### src/rtl/kmap_mux_engine.sv
// kmap_mux_engine: K-map/mux evaluator with shadow/active truth-table banks and a 2-stage valid/ready pipeline
// Define KMAP_EVAL_CNT_EN to add the saturating completion counter output eval_cnt.
module kmap_mux_engine #(
    parameter int SEL_W = 2,
    parameter int RES_W = 2,
    localparam int N_IN = 2**SEL_W,
    localparam int TT_W = 2**RES_W
) (
    input  logic             clk,
    input  logic             reset,
    input  logic             cfg_we,
    input  logic [SEL_W-1:0] cfg_idx,
    input  logic [TT_W-1:0]  cfg_tt,
    input  logic             cfg_commit,
    output logic             cfg_busy,
    input  logic             in_valid,
    output logic             in_ready,
    input  logic [SEL_W-1:0] in_sel,
    input  logic [RES_W-1:0] in_res,
    output logic             out_valid,
    input  logic             out_ready,
    output logic [N_IN-1:0]  out_mux_in,
    output logic             out_f
`ifdef KMAP_EVAL_CNT_EN
    ,
    output logic [15:0]      eval_cnt
`endif
);
    typedef enum logic [1:0] {RUN, DRAIN, SWAP} state_t;
    state_t                      state_q;
    logic [N_IN-1:0][TT_W-1:0]   shadow_q, active_q;
    logic                        s1_v_q, out_valid_q, out_f_q;
    logic [N_IN-1:0]             s1_mux_q, out_mux_q, mux_d;
    logic [SEL_W-1:0]            s1_sel_q;
    logic                        s2_free, s1_free, accept, drain_done;
    for (genvar i = 0; i < N_IN; i++) begin : g_mux
        assign mux_d[i] = active_q[i][in_res];
    end
    assign s2_free    = ~out_valid_q | out_ready;
    assign s1_free    = ~s1_v_q | s2_free;
    assign in_ready   = (state_q == RUN) & s1_free;
    assign accept     = in_valid & in_ready;
    assign drain_done = (state_q == DRAIN) & ~s1_v_q & ~out_valid_q;
    assign cfg_busy   = state_q != RUN;
    assign out_valid  = out_valid_q;
    assign out_mux_in = out_mux_q;
    assign out_f      = out_f_q;
`ifdef KMAP_EVAL_CNT_EN
    logic [15:0] eval_cnt_q;
    assign eval_cnt = eval_cnt_q;
    always_ff @(posedge clk) begin
        if (reset || drain_done)
            eval_cnt_q <= '0;
        else if (out_valid_q && out_ready && eval_cnt_q != 16'hFFFF)
            eval_cnt_q <= eval_cnt_q + 16'd1;
    end
`endif
    always_ff @(posedge clk) begin
        if (reset) begin
            state_q     <= RUN;
            shadow_q    <= '0;
            active_q    <= '0;
            s1_v_q      <= 1'b0;
            s1_mux_q    <= '0;
            s1_sel_q    <= '0;
            out_valid_q <= 1'b0;
            out_mux_q   <= '0;
            out_f_q     <= 1'b0;
        end else begin
            if (cfg_we)
                shadow_q[cfg_idx] <= cfg_tt;
            case (state_q)
                RUN:     state_q <= cfg_commit ? DRAIN : RUN;
                DRAIN:   state_q <= drain_done ? SWAP : DRAIN;
                SWAP: begin
                    active_q <= shadow_q;
                    state_q  <= RUN;
                end
                default: state_q <= RUN;
            endcase
            // S1 captures the evaluated vector, so later table swaps never touch in-flight work
            if (s1_free) begin
                s1_v_q <= accept;
                if (accept) begin
                    s1_mux_q <= mux_d;
                    s1_sel_q <= in_sel;
                end
            end
            if (s2_free) begin
                out_valid_q <= s1_v_q;
                if (s1_v_q) begin
                    out_mux_q <= s1_mux_q;
                    out_f_q   <= s1_mux_q[s1_sel_q];
                end
            end
        end
    end
endmodule
### config.mk
export PLATFORM = sky130hd
export DESIGN_NAME = kmap_mux_engine
export DESIGN_NICKNAME = d
export VERILOG_FILES = /design/src/rtl/kmap_mux_engine.sv
export SDC_FILE = /design/constraint.sdc
export NUM_CORES = 1
export LEC_CHECK = 0
export ABC_AREA = 1
export CORE_ASPECT_RATIO = 0.8
export CORE_MARGIN = 3
export CORE_UTILIZATION = 54
export CTS_CLUSTER_DIAMETER = 50
export DETAILED_ROUTE_END_ITERATION = 16
export GPL_TIMING_DRIVEN = 0
export HOLD_SLACK_MARGIN = 0.12
export PLACE_DENSITY = 0.81
export RECOVER_POWER = 50
export SKIP_CTS_REPAIR_TIMING = 1
export SYNTH_ARGS = -nofsm -noshare
export SYNTH_HDL_FRONTEND = slang
export SYNTH_SLANG_ARGS = --single-unit
### constraint.sdc
create_clock -name clk -period 1.4 [get_ports clk]
set_input_delay 0.28 -clock clk [delete_from_list [all_inputs] [get_ports clk]]
set_output_delay 0.28 -clock clk [all_outputs]
set_load 0.05 [all_outputs]
==> results.json <==
{
  "grt_max_degree": 14,
  "final.setup.tns_ps": -30.6,
  "io_pins": 24,
  "netlist.area_leader.share": 0.486,
  "dr.pass1.iters": 5,
  "rsz0062_at_grt": "true",
  "p_int_uw": 1990,
  "num_rows": 18,
  "synthTopCellsByArea": "dfxtp_1 (49%), o21ai_0 (9.0%), inv_1 (8.7%)",
  "ant_nets": 0,
  "grt_pass1_vias": 1507,
  "violations": "setup timing",
  "dieArea_mm2": 0.00435,
  "grt_pass1_wl_mm": 6.76,
  "setup_ws_ps": -30.6,
  "yosys.area_share.simple": 0.232,
  "grt-ovfl-total": 0,
  "cts_buffers": 5,
  "fin_crit_sh": 1.02,
  "finalHoldViolCount": 0,
  "critPathMaxStageDelay_ps": 480,
  "final_cell_area_mm2": 0.00232,
  "place_congestion": 0.826,
  "wl_mm": 4.02,
  "critical_path_arrival_ps": 1150,
  "comb_power_share": 0.173,
  "ctsRootBufferMaster": "clkbuf_8",
  "netlist_area_mm2": 0.00194,
  "drive_gt1_frac": 0.121,
  "regToRegStartpoint": "state_q[0]",
  "cp.depth": 6,
  "htreeDepth": 2,
  "grt_usage": 0.208,
  "ys_types": 21,
  "avgRoutedWirePerCell_um": 11.9,
  "top_usage_layer": "met1",
  "regArea_um2": 943,
  "clock_latency_ps": 300,
  "yosys.area_share.adder": 0,
  "setup_viol": 1,
  "p_sw_uw": 770,
  "synth_top_family_by_area": "simple AND/OR/NAND/NOR gates",
  "final_nets": 314,
  "cap_viol_max_count": 0,
  "grt_antenna_before_repair": 0,
  "p_seq_frac": 0.531,
  "via_per_inst": 4.96,
  "reg2reg_depth": 6,
  "power_frac_clock": 0.296,
  "grt_use_met1": 0.300,
  "synth_mux_area_frac": 0,
  "place.detailed.hpwl_mm": 2.97,
  "status": "complete, but fails checks",
  "power_density_mw_per_mm2": 1190,
  "cp.buffers_inverters": 4,
  "core_mm2": 0.00327,
  "yosys_warnings": 0,
  "hold_path.startpoint": "shadow_q[9]",
  "critPathRequiredTime_ps": 1120,
  "end_kind": "output port",
  "grtUsageMet3": 0.0610,
  "worst-path-max-fanout": 3,
  "syn_avg_cell_area_um2": 7.23,
  "synth-xor-area-share": 0,
  "seq_area_frac_synth": 0.486,
  "cp-start-kind": "primary input",
  "power_switching_share": 0.279,
  "crit_start": "out_ready",
  "slew_viol_final": 0,
  "p_leak_uw": 0.00110,
  "post_dp_cell_area_mm2": 0.00221,
  "drt_iter0_drc": 112,
  "die-height_um": 59.6,
  "clock_skew_ps": 6.65,
  "cts_tree": "done",
  "grt_use_met2": 0.298,
  "synth_nets": 284,
  "cts_sinks": 47,
  "min_delay_path_depth": 2,
  "cpMostUsedCell": "inv_2",
  "hp-class": "reg -> reg",
  "critical_path.top_delay_family": "buffers and inverters",
  "vias": 1678,
  "clk_path_buf_depth": 2,
  "synth-compound-area-share": 0.165,
  "synth_cells": 268,
  "path_cells": "clkdlybuf4s50_1, inv_2, nand3_4, nand2_2, inv_2, buf_8",
  "period_needed_ps": 1430,
  "drc": 0,
  "synth_seq_cells": 47,
  "start_util": 0.593,
  "critPathSlowestCell": "clkdlybuf4s50_1",
  "fillerInstances": 282,
  "ir_drop_v": 0.000749,
  "critPathKind": "in -> out",
  "syn_to_final_growth_pct": 19.7,
  "io_buffer_count": 22,
  "die-width_um": 73.0,
  "cts.clk_slew.worst_paths_ps": 80,
  "n_antenna_cell": 0,
  "synth_area_leader_cell": "dfxtp_1",
  "fmaxAchievable_mhz": 699,
  "slew-limit-headroom": 0.655,
  "worst_slew_pin_slew_ps": 517,
  "multi_input_area_um2": 778
}
## power by group through the flow
stage / clock network [uW] / registers (uW) / logic [uW]
after floorplan: 0 / 1530 / 274
after global placement: 0 / 1490 / 459
after detailed placement: 0 / 1500 / 467
after CTS: 835 / 1460 / 469
after global routing: 883 / 1480 / 540
final: 817 / 1470 / 478
## per-stage QoR
step                      utilization  power (uW)  std cells  hold slack, ps  setup slack [ps]
after floorplan                     -        1810        268             342               172
after global placement          0.676        1950        330             431              -697
after detailed placement        0.676        1960        330             432              -696
after CTS                       0.703        2770        337             444              -700
after global routing            0.710        2900        338             468             -65.7
final                           0.710        2760        338             446             -30.6
## cell usage in the layout (no fill, tap or decap)
cell | Yosys | routed
buf_8 | 0 | 1
nor2_2 | 3 | 3
dlymetal6s2s_1 | 0 | 4
nand2_1 | 43 | 42
nand2_2 | 1 | 2
nand3_1 | 16 | 16
nor4_1 | 1 | 1
nor2_1 | 35 | 35
inv_2 | 1 | 3
buf_4 | 2 | 3
buf_6 | 1 | 1
clkdlybuf4s50_1 | 0 | 14
nor2_4 | 1 | 1
a21oi_2 | 1 | 1
dfxtp_2 | 0 | 2
clkbuf_2 | 0 | 3
dfxtp_1 | 47 | 45
clkinv_2 | 0 | 1
o21ai_1 | 1 | 1
clkbuf_4 | 0 | 1
inv_1 | 45 | 43
nand3_4 | 1 | 2
buf_2 | 5 | 5
or2_2 | 1 | 1
clkbuf_8 | 0 | 6
o21ai_0 | 35 | 35
a21oi_1 | 26 | 26
## cell families (layout without fill, tap and decap cells)
kind of cell | count (synthesis) | after routing
simple gates | 103 | 103
flops | 47 | 47
buf+inv | 55 | 85
compound gates | 63 | 63
## path summary, 6_finish.rpt
check                endpoint  slack, ps
setup / recovery     in_ready        -30
hold / removal    shadow_q[9]        450
hold reg to reg   shadow_q[9]        450
setup reg to reg  s1_mux_q[3]        220
## state kept, by name, summed over array words and instances, names as in the netlist
name,count
active_q,16
shadow_q,16
out_mux_in,4
s1_mux_q,4
s1_sel_q,2
state_q,2
out_f,1
out_valid,1
s1_v_q,1
## layout make-up
class                      instances  area share
buffer                             9      0.0243
clock buffer                       6      0.0356
clock inverter                     1     0.00216
inverter                          46      0.0745
multi-input combinational        166       0.336
sequential                        47       0.407
tap                               40      0.0216
timing repair buffer              23      0.0993
## synthesized netlist by cell type, drive strengths merged
library cell  count
dfxtp            47
inv              46
nand2            44
a21oi            27
nor4              1
buf               9
nor2             39
nand3            18
o21ai            36
or2               1
## worst register-to-register path: stages, from the launching register on
cell and delay, ps:
dfxtp_1 350, nor2_4 150, buf_4 140, nand3_4 100, buf_6 150, nor2_1 140, nor2_2 50
## layer usage
metal	share of wire	routed length, um
met1	0.53	2120
met2	0.39	1580
met3	0.069	278
met4	0.011	44
met5	0	0
Power figures use the tool's default switching activity.
